$ cat config.mk
export PLATFORM = sky130hd
export DESIGN_NAME = qlf_dsp_fir_reader
export DESIGN_NICKNAME = d
export VERILOG_FILES = /design/src/rtl/qlf_dsp_fir_reader.sv
export SDC_FILE = /design/constraint.sdc
export NUM_CORES = 1
export LEC_CHECK = 0
export ABC_AREA = 1
export BUFFER_PORTS_ARGS = -buffer_cell sky130_fd_sc_hd__clkbuf_2
export CORE_MARGIN = 3
export CORE_UTILIZATION = 31
export CTS_BUF_LIST = sky130_fd_sc_hd__clkbuf_8
export CTS_CLUSTER_SIZE = 14
export DETAILED_ROUTE_END_ITERATION = 10
export PLACE_DENSITY_LB_ADDON = 0.25
export SYNTH_ARGS = -nofsm -noshare
export SYNTH_HDL_FRONTEND = slang
export SYNTH_SLANG_ARGS = --single-unit
$ cat constraint.sdc
create_clock -name clock_i -period 2.7 [get_ports clock_i]
set_input_delay 0.135 -clock clock_i [delete_from_list [all_inputs] [get_ports clock_i]]
set_output_delay 0.135 -clock clock_i [all_outputs]
set_load 0.01 [all_outputs]
$ cat src/rtl/qlf_dsp_fir_reader.sv
// rtl/qlf_dsp_fir_reader.sv - FIR frame sequencer driving a DSP accumulator, capturing results into an output FIFO.
// Define QLF_DSP_FIR_READER_SAT_EN to saturate captured samples instead of truncating them.
module qlf_dsp_fir_reader #(
    parameter int NTAPS      = 4,
    parameter int OUT_W      = 20,
    parameter int FIFO_DEPTH = 4
) (
    input  logic                            clock_i,
    input  logic                            reset_n,
    input  logic                            start_i,
    input  logic                            stop_i,
    input  logic                            clear_i,
    input  logic [37:0]                     z_i,
    output logic                            feedback_o,
    output logic [$clog2(NTAPS+1)-1:0]      tap_o,
    output logic                            busy_o,
    output logic [OUT_W-1:0]                data_o,
    output logic                            valid_o,
    input  logic                            ready_i,
    output logic [$clog2(FIFO_DEPTH):0]     level_o,
    output logic                            overflow_o
);
    localparam int TW = $clog2(NTAPS + 1);
    localparam int AW = $clog2(FIFO_DEPTH);
    localparam int LW = AW + 1;
    localparam logic [TW-1:0] LAST_TAP = TW'(NTAPS);
    localparam logic [LW-1:0] FULL_LVL = LW'(FIFO_DEPTH);

    typedef enum logic {IDLE, RUN} state_t;

    state_t          state_q, state_d;
    logic [TW-1:0]   cnt_q;
    logic            stop_q;

    logic [OUT_W-1:0] mem [FIFO_DEPTH];
    logic [AW-1:0]    wr_ptr, rd_ptr;
    logic [LW-1:0]    count;
    logic             empty, full, pop, push_ok, drop;
    logic [OUT_W-1:0] sample;

    assign feedback_o = (state_q == RUN) && (cnt_q == LAST_TAP);
    assign tap_o      = (state_q == RUN) ? cnt_q : '0;
    assign busy_o     = (state_q == RUN);

`ifdef QLF_DSP_FIR_READER_SAT_EN
    localparam logic signed [37:0] SAT_MAX = {{(39-OUT_W){1'b0}}, {(OUT_W-1){1'b1}}};
    localparam logic signed [37:0] SAT_MIN = ~SAT_MAX;
    logic signed [37:0] zs;
    assign zs = z_i;
    always_comb begin
        sample = zs[OUT_W-1:0];
        if (zs > SAT_MAX)
            sample = SAT_MAX[OUT_W-1:0];
        else if (zs < SAT_MIN)
            sample = SAT_MIN[OUT_W-1:0];
    end
`else
    // Upper accumulator bits are intentionally discarded (wrapping truncation).
    logic unused_z_hi;
    assign unused_z_hi = ^z_i;
    assign sample = z_i[OUT_W-1:0];
`endif

    always_ff @(posedge clock_i or negedge reset_n) begin
        if (!reset_n)
            state_q <= IDLE;
        else
            state_q <= state_d;
    end

    // A stop request arriving on the capture cycle itself also ends the run there.
    always_comb begin
        state_d = state_q;
        case (state_q)
            IDLE: if (start_i) state_d = RUN;
            RUN:  if (feedback_o && (stop_q || stop_i)) state_d = IDLE;
            default: state_d = IDLE;
        endcase
    end

    always_ff @(posedge clock_i or negedge reset_n) begin
        if (!reset_n) begin
            cnt_q  <= '0;
            stop_q <= 1'b0;
        end else if (state_q != RUN || state_d != RUN) begin
            cnt_q  <= '0;
            stop_q <= 1'b0;
        end else begin
            cnt_q <= (cnt_q == LAST_TAP) ? '0 : cnt_q + 1'b1;
            if (stop_i)
                stop_q <= 1'b1;
        end
    end

    assign empty   = (count == '0);
    assign full    = (count == FULL_LVL);
    assign pop     = !empty && ready_i;
    assign push_ok = feedback_o && (!full || pop);
    assign drop    = feedback_o && full && !pop;

    always_ff @(posedge clock_i) begin
        if (push_ok)
            mem[wr_ptr] <= sample;
    end

    always_ff @(posedge clock_i or negedge reset_n) begin
        if (!reset_n) begin
            wr_ptr     <= '0;
            rd_ptr     <= '0;
            count      <= '0;
            overflow_o <= 1'b0;
        end else begin
            if (push_ok)
                wr_ptr <= wr_ptr + 1'b1;
            if (pop)
                rd_ptr <= rd_ptr + 1'b1;
            if (push_ok && !pop)
                count <= count + 1'b1;
            else if (!push_ok && pop)
                count <= count - 1'b1;
            // A drop in the same cycle as a clear wins, so no event is lost.
            if (drop)
                overflow_o <= 1'b1;
            else if (clear_i)
                overflow_o <= 1'b0;
        end
    end

    assign valid_o = !empty;
    assign level_o = count;
    assign data_o  = empty ? '0 : mem[rd_ptr];

endmodule

==> metrics, run 1 <==
TNS Setup=0 ns; average vias per placed instance=4.18; vias in the first global route=2,748; RR Startpoint=cnt_q[0]$_DFF_PN0_; share of cells above drive strength 1=0.247; dpl cell area=0.00475 sq mm; hold path cells=1; wire per inst=13.1 microns; first-pass GRT wire length=13.9 mm; Setup crit end kind=output port; Setup Fix Bufs, Post-CTS=0; Post-Synthesis Cells=407; hold path startpoint=z_i[8]; CP max stage delay=0.47 ns; Lkg Pwr=2.36 nW; Area growth syn-to-layout=19.0%; aggregate global-route resource usage=0.122; MaxCap Viol Count=0; Sink Count=93; most common cell after layout, fill and taps aside=inv_1; area of the multi-input gates=0.00108 sq mm; post-synth top area cell=edfxtp_1; run status=finished, final reports clean; commonest non-fill, non-tap cells in the layout=99 x inv_1, 92 x nand2_1, 80 x edfxtp_1; gpl congestion=0.788; PortBufs=55; H-tree depth=3; hold endpoint=mem[0][8]$_DFFE_PP_; worst relative slew slack=0.575; Post-route DRC=0; Setup WS post-layout=0.631 ns; Synth area leaders=edfxtp_1 56%, inv_1 8.5%, nand2_1 8.0%; Cell variety after synth=24; die width=124 microns; Critical Path Fanout Max=14; clk_lat worst skew=0.36 ns; Syn Nets=459; Finished Layout Cells=665; die span in y=124 microns; minimum clock period=2.07 ns; RSZ-0062 raised after global routing=no; Setup WS pre-CTS=0.617 ns; I/O pin count=74; mapped cell area=0.00430 sq mm; Hold Path Class=input pin to flip-flop; Worst EP arrival=1.93 ns; Crit path max-delay family=buffers and inverters; total CTS buffers=9; Setup CP Type=flip-flop to output port; Final Cycle Share=0.766; # resized after CTS=0; sequential share of the synthesized area=0.634; Yosys warnings=0; Startpoint Class=flip-flop; Fmax achieved=483 MHz; post-synth top area share=0.558; register bit total from synthesis=93; Syn Area/Cell=10.6 sq um; Post-Place Cells=631; HPWL Detailed=5.23 mm; clk slew on worst S/H paths=0.10 ns; Final #Nets=536; Worst Path Buf+Inv=3; antenna violations before repair=0; CTS tree=built; starting density of the core=0.321; fillers=1,319; largest net degree at the start of global routing=42; final hold vios=0; Pins Over Slew Limit=0; Die ar.=0.0153 sq mm; worst flop-to-flop path endpoint=level_o[2]$_DFFE_PN0P_; register area=0.00273 sq mm; Worst Path Required=2.57 ns; ANT cells=0; reg2reg path depth=13; Detailed Route WL=8.68 mm; crit path cell chain=inv_1, buf_4, nand3_2, a21oi_2, clkbuf_2; # setup viols final=0; critical path's slowest cell=inv_1; core area=0.0134 sq mm; row count=42; via count=2,782; clock tree buffer depth=2; r2r setup slk=0.63 ns; Pwr Density=953 mW/mm^2; Finished Cell Area=0.00512 sq mm; Worst Clk Skew=0.0128 ns; maximum VDD drop=0.000482 V; worst-margin pin slew=0.636 ns; drt initial violations=174; total grt overflow=0; Root Buffer=clkbuf_8; post-route ant nets=0; DRT Pass-1 Iters=4
==> cell usage after synthesis <==
master	n
inv_2	3
o22ai_1	1
inv_4	1
buf_6	5
fa_1	1
nor2_1	8
nand3_2	11
edfxtp_1	80
nand2_2	10
dfrtp_1	13
buf_4	3
nand4_1	1
inv_1	98
buf_2	7
a21oi_2	10
nand2_1	92
o21ai_0	1
nor2_4	2
nor2_2	4
nand3_1	34
ha_1	7
nand2_4	2
xnor2_1	3
a21oi_1	10
==> power breakdown <==
part / switching [mW] / internal, mW / total, mW / leakage (nW)
Clock: 0.496 / 0.432 / 0.928 / 0.101
Combinational: 1.33 / 0.744 / 2.08 / 1.38
Sequential: 0.120 / 1.76 / 1.88 / 0.878
Total: 1.95 / 2.93 / 4.88 / 2.36
==> flip-flops by register name, indices dropped and copies added (netlist names) <==
signal      count
mem            80
cnt_q           3
level_o         3
rd_ptr          2
wr_ptr          2
busy_o          1
overflow_o      1
stop_q          1
==> timing repair <==
| item | CTS | global route |
|---|---|---|
| hold buffers | 18 | 0 |
| endpoints found under the setup margin | 0 | 0 |
| endpoints found under the hold margin | 68 | 0 |
==> layout make-up <==
| type | instances | area share |
|---|---|---|
| Clock buffer | 9 | 0.0242 |
| Clock inverter | 7 | 0.0142 |
| Inverter | 102 | 0.0752 |
| Multi-Input combinational cell | 197 | 0.210 |
| Sequential cell | 93 | 0.532 |
| Tap cell | 176 | 0.0430 |
| Timing Repair Buffer | 81 | 0.101 |
==> worst max-delay path by stage <==
| stage | startpoint | slack, ns | depth (start not counted) | endpoint |
|---|---|---|---|---|
| after floorplan | cnt_q[0]$_DFF_PN0_ | 0.76 | 13 | level_o[2]$_DFFE_PN0P_ |
| after detailed placement | cnt_q[0]$_DFF_PN0_ | 0.62 | 13 | level_o[2]$_DFFE_PN0P_ |
| final | rd_ptr[1]$_DFFE_PN0N_ | 0.63 | 5 | data_o[15] |
| after global placement | cnt_q[0]$_DFF_PN0_ | 0.70 | 13 | level_o[2]$_DFFE_PN0P_ |
| after global routing | cnt_q[0]$_DFF_PN0_ | 0.39 | 13 | level_o[2]$_DFFE_PN0P_ |
| after CTS | rd_ptr[1]$_DFFE_PN0N_ | 0.56 | 5 | data_o[15] |
==> layer usage <==
metal	GRT usage	up-vias	part of all wire
li1	-	1425	-
met1	0.151	1293	0.44
met2	0.206	57	0.50
met3	0.0241	7	0.038
met4	0.0498	0	0.014
met5	0	-	0
==> cell families (layout without fill, tap and decap cells) <==
group | after synthesis | after routing | synth area share
simple gates | 164 | 164 | 0.185
buf+inv | 117 | 199 | 0.116
flops | 93 | 93 | 0.634
compound gates | 22 | 22 | 0.0346
fa+ha+maj | 8 | 8 | 0.0250
xor+xnor | 3 | 3 | 0.00611
==> stage by stage <==
step	hold WS, ns	utilization	power, mW
after floorplan	-0.161	-	3.39
after global placement	0.0538	0.354	3.98
after detailed placement	0.0509	0.354	4.02
after CTS	0.000587	0.382	4.98
after global routing	0.00513	0.382	5.26
final	0.0202	0.382	4.88
Power figures use the tool's default switching activity.
==> run 2: changes to the inputs <==
==> constraint.sdc (replaced) <==
create_clock -name clock_i -period 1.94 [get_ports clock_i]
set_input_delay 0.097 -clock clock_i [delete_from_list [all_inputs] [get_ports clock_i]]
set_output_delay 0.097 -clock clock_i [all_outputs]
set_load 0.01 [all_outputs]
==> metrics, run 2 (synthesis results as in run 1) <==
gpl congestion=0.723; Sink Count=93; Pwr Density=1300 mW/mm^2; clk slew on worst S/H paths=0.09 ns; minimum clock period=1.88 ns; worst relative slew slack=0.665; average vias per placed instance=4.11; Post-Place Cells=637; starting density of the core=0.321; clock tree buffer depth=2; first-pass GRT wire length=13.7 mm; Die ar.=0.0153 sq mm; Lkg Pwr=2.43 nW; worst-margin pin slew=0.502 ns; Setup crit end kind=flip-flop; Pins Over Slew Limit=0; drt initial violations=153; Finished Cell Area=0.00535 sq mm; clk_lat worst skew=0.37 ns; die span in y=124 microns; Root Buffer=clkbuf_8; Startpoint Class=flip-flop; HPWL Detailed=5.30 mm; die width=124 microns; commonest non-fill, non-tap cells in the layout=95 x inv_1, 89 x nand2_1, 80 x edfxtp_1; largest net degree at the start of global routing=42; I/O pin count=74; DRT Pass-1 Iters=5; Hold Path Class=input pin to async pin; aggregate global-route resource usage=0.121; Fmax achieved=532 MHz; Post-route DRC=0; Worst Path Required=2.20 ns; Worst EP arrival=2.14 ns; Detailed Route WL=8.53 mm; core area=0.0134 sq mm; row count=42; post-route ant nets=0; Area growth syn-to-layout=24.3%; RSZ-0062 raised after global routing=yes; Finished Layout Cells=683; H-tree depth=3; total CTS buffers=9; total grt overflow=0; Worst Clk Skew=0.00954 ns; Critical Path Fanout Max=3; vias in the first global route=2,721; most common cell after layout, fill and taps aside=inv_1; dpl cell area=0.00486 sq mm; run status=finished, final reports clean; TNS Setup=0 ns; share of cells above drive strength 1=0.278; maximum VDD drop=0.000418 V; # setup viols final=0; PortBufs=55; MaxCap Viol Count=0; Largest register FFs=80; via count=2,808; Final Cycle Share=0.968; Biggest register=mem; CTS tree=built; Setup CP Type=flip-flop to flip-flop; fillers=1,336; wire per inst=12.5 microns; antenna violations before repair=0; Final #Nets=554; ANT cells=0; final hold vios=0
run 2: changes by cell type in the layout (fill, tap and decap cells not counted), moves of 2 or more:
| cell | previous run | this run |
|---|---|---|
| buf_12 | 0 | 5 |
| buf_4 | 8 | 14 |
| clkinv_1 | 0 | 2 |
| dlygate4sd3_1 | 18 | 25 |
| ha_1 | 7 | 5 |
| inv_1 | 99 | 95 |
| inv_4 | 1 | 3 |
| nand2_1 | 92 | 89 |
| nand2_2 | 10 | 13 |
run 2: routing by layer:
| metal | GRT usage | share of wire | vias up |
|---|---|---|---|
| li1 | - | - | 1460 |
| met1 | 0.151 | 0.46 | 1283 |
| met2 | 0.203 | 0.48 | 55 |
| met3 | 0.0223 | 0.037 | 10 |
| met4 | 0.0540 | 0.019 | 0 |
| met5 | 0 | 0 | - |
run 2: worst paths after layout:
path,cells after the start,from,slack [ns],end
max,13,cnt_q[1]$_DFF_PN0_,0.06,level_o[2]$_DFFE_PN0P_
min,2,reset_n,0.16,cnt_q[1]$_DFF_PN0_
max reg2reg,13,cnt_q[1]$_DFF_PN0_,0.06,level_o[2]$_DFFE_PN0P_
min reg2reg,1,cnt_q[0]$_DFF_PN0_,0.47,cnt_q[0]$_DFF_PN0_
max in group asynchronous,2,reset_n,1.51,level_o[2]$_DFFE_PN0P_
min in group clock_i,3,clear_i,0.46,overflow_o$_DFFE_PN0P_
run 2: critical path, stage by stage (launching register included):
cell and delay, ns:
dfrtp_1 0.40, inv_1 0.07, ha_2 0.18, nand2_2 0.07
nor2_4 0.11, nand2_4 0.06, inv_4 0.06, ha_4 0.14
inv_4 0.04, fa_2 0.39, nand2_2 0.09, nand3_2 0.05
nand2_1 0.05, nand2_1 0.05
run 2: timing repair:
action | CTS | global route
hold buffers | 25 | 0
endpoints found under the setup margin | 0 | 2
resized for setup | 0 | 10
hold endpoints to repair | 97 | 0
buffers inserted | 0 | 5
run 2: per-stage QoR:
step	util	hold WS, ns	power, mW	worst slack, ns
floorplan	-	-0.199	4.73	0.0329
global placement	0.363	0.0175	5.68	0.0873
detailed placement	0.363	0.0222	5.73	0.0420
CTS	0.394	0.163	6.96	0.0302
global route	0.399	0.193	7.49	-0.0537
finish	0.399	0.164	6.93	0.0614
run 2: where the power goes:
part	internal, mW	switching (mW)	total [mW]
Clock	0.470	0.700	1.17
Sequential	2.44	0.158	2.60
Combinational	1.24	1.92	3.16
Total	4.15	2.77	6.93
run 2: final cells by class:
cell class / instances / area, sq um / area share
Tap cell: 176 / 220 / 0.0412
Sequential cell: 93 / 2730 / 0.510
Clock inverter: 7 / 48.8 / 0.00912
Clock buffer: 9 / 124 / 0.0232
Inverter: 102 / 390 / 0.0730
Multi-Input combinational cell: 197 / 1110 / 0.207
Timing Repair Buffer: 99 / 731 / 0.137
==> run 3: changes to the inputs <==
--- a/config.mk
+++ b/config.mk
@@ -7,6 +7,8 @@
 export LEC_CHECK = 0
 export ABC_AREA = 1
 export BUFFER_PORTS_ARGS = -buffer_cell sky130_fd_sc_hd__clkbuf_2
+export CELL_PAD_IN_SITES_DETAIL_PLACEMENT = 0
+export CELL_PAD_IN_SITES_GLOBAL_PLACEMENT = 1
 export CORE_MARGIN = 3
 export CORE_UTILIZATION = 31
 export CTS_BUF_LIST = sky130_fd_sc_hd__clkbuf_8
==> metrics, run 3 (synthesis results as in run 1) <==
MaxCap Viol Count=0; Worst Path Required=2.19 ns; largest net degree at the start of global routing=42; final hold vios=0; via count=2,841; Worst EP arrival=2.15 ns; DRT Pass-1 Iters=5; worst flop-to-flop path endpoint=level_o[2]$_DFFE_PN0P_; sequential share of power=0.362; wire per inst=12.8 microns; Setup CP Type=flip-flop to flip-flop; most common cell after layout, fill and taps aside=inv_1; Post-Route Utilization=0.404; total grt overflow=0; CTS tree=built; clk slew on worst S/H paths=0.09 ns; Critical Path Fanout Max=3; first-pass GRT wire length=14.3 mm; Largest register FFs=80; power share of the combinational group=0.447; TNS Setup=0 ns; I/O pin count=74; total CTS buffers=9; clock network power share=0.192; reg2reg path depth=13; Fmax achieved=527 MHz; drt initial violations=90; Final #Nets=556; CP max stage delay=0.40 ns; worst-margin pin slew=0.504 ns; clock tree buffer depth=2; antenna violations before repair=1; average vias per placed instance=4.14; worst relative slew slack=0.664; gpl congestion=0.739; share of cells above drive strength 1=0.281; die span in y=124 microns; Net Switching=2.75 mW; die width=124 microns; H-tree depth=3; starting density of the core=0.321; Crit path max-delay family=adder cells; Sw Share=0.384; Final Cycle Share=0.978; Hold Path Class=input pin to async pin; minimum clock period=1.90 ns; post-route ant nets=0; Startpoint Class=flip-flop; HPWL Detailed=5.63 mm; # setup viols final=0; crit path cell chain=inv_1, ha_2, nand2_2, nor2_4, nand2_4, inv_2, ha_4, inv_4, fa_2, nand2_2, nand3_2, nand2_1, nand2_1; PortBufs=55; Worst Clk Skew=0.00618 ns; run status=finished, final reports clean; Lkg Pwr=2.47 nW; Biggest register=mem; Area growth syn-to-layout=25.8%; RR Startpoint=cnt_q[0]$_DFF_PN0_; Pins Over Slew Limit=0; Detailed Route WL=8.77 mm; vias in the first global route=2,838; RSZ-0062 raised after global routing=yes; Sink Count=93; clk_lat worst skew=0.35 ns; Die ar.=0.0153 sq mm; r2r setup slk=0.04 ns; row count=42; Worst Hold Slack=0.162 ns; critical path's slowest cell=dfrtp_1; maximum VDD drop=0.000717 V; aggregate global-route resource usage=0.126; Root Buffer=clkbuf_8; Worst Path Buf+Inv=3; core area=0.0134 sq mm; Setup crit end kind=flip-flop; internal power=4.41 mW; Pwr Density=1320 mW/mm^2; commonest non-fill, non-tap cells in the layout=95 x inv_1, 89 x nand2_1, 80 x edfxtp_1; Post-route DRC=0
[run 3: changes by cell type in the layout (fill, tap and decap cells not counted), moves of 2 or more]
cell,change
clkinv_4,+2
bufinv_16,+2
inv_6,-3
clkinvlp_4,-2
buf_6,+3
[run 3: how the worst max path moves through the flow]
stage / startpoint / depth (start not counted) / endpoint / slack [ns]
after floorplan: cnt_q[0]$_DFF_PN0_ / 13 / level_o[2]$_DFFE_PN0P_ / 0.03
after global placement: cnt_q[0]$_DFF_PN0_ / 13 / level_o[2]$_DFFE_PN0P_ / 0.06
after detailed placement: cnt_q[0]$_DFF_PN0_ / 13 / level_o[2]$_DFFE_PN0P_ / 0.02
after CTS: cnt_q[0]$_DFF_PN0_ / 13 / level_o[2]$_DFFE_PN0P_ / 0.008
after global routing: cnt_q[1]$_DFF_PN0_ / 13 / level_o[2]$_DFFE_PN0P_ / -0.11
final: cnt_q[0]$_DFF_PN0_ / 13 / level_o[2]$_DFFE_PN0P_ / 0.04
[run 3: per-layer routing]
metal,routed length [microns],vias up,track usage
li1,-,1463,-
met1,4010,1323,0.158
met2,4360,47,0.213
met3,307,8,0.0313
met4,104,0,0.0436
met5,0,-,0
[run 3: final cells by class]
cell class,instances,area [sq um]
timing repair buffer,101,757
inverter,102,388
clock inverter,7,90.1
tap,176,220
fill,1328,7980
antenna,1,2.50
clock buffer,9,124
sequential,93,2730
multi-input combinational,197,1110
[run 3: what timing repair did]
action / CTS / global route
endpoints found under the setup margin: 0 / 2
gates resized for setup: 0 / 12
setup buffers: 0 / 4
endpoints found under the hold margin: 97 / 0
hold buffers: 25 / 0
[run 3: worst reg2reg max path, cell delays in order, from the launching register on]
cell and delay (ns):
dfrtp_1 0.40, inv_1 0.07, ha_2 0.18, nand2_2 0.07, nor2_4 0.11, nand2_4 0.06, inv_2 0.07, ha_4 0.15
inv_4 0.04, fa_2 0.40, nand2_2 0.10, nand3_2 0.05, nand2_1 0.05, nand2_1 0.05
[run 3: power groups by stage]
stage	Sequential, mW	Combinational, mW	Clock [mW]
finish	2.59	3.20	1.37
global route	2.62	3.61	1.52
CTS	2.59	3.19	1.43
detailed placement	2.64	3.14	0
global placement	2.63	3.09	0
floorplan	2.66	2.07	0
[run 3: through the flow]
step / power (mW) / std cells / setup slack (ns) / area (sq um)
2_1_floorplan: 4.73 / 407 / 0.0329 / 4310
3_3_place_gp: 5.72 / 640 / 0.0644 / 4880
3_5_place_dp: 5.78 / 640 / 0.0246 / 4880
4_1_cts: 7.21 / 681 / 0.00756 / 5350
5_1_grt: 7.75 / 686 / -0.112 / 5420
6_report: 7.16 / 686 / 0.0431 / 5420
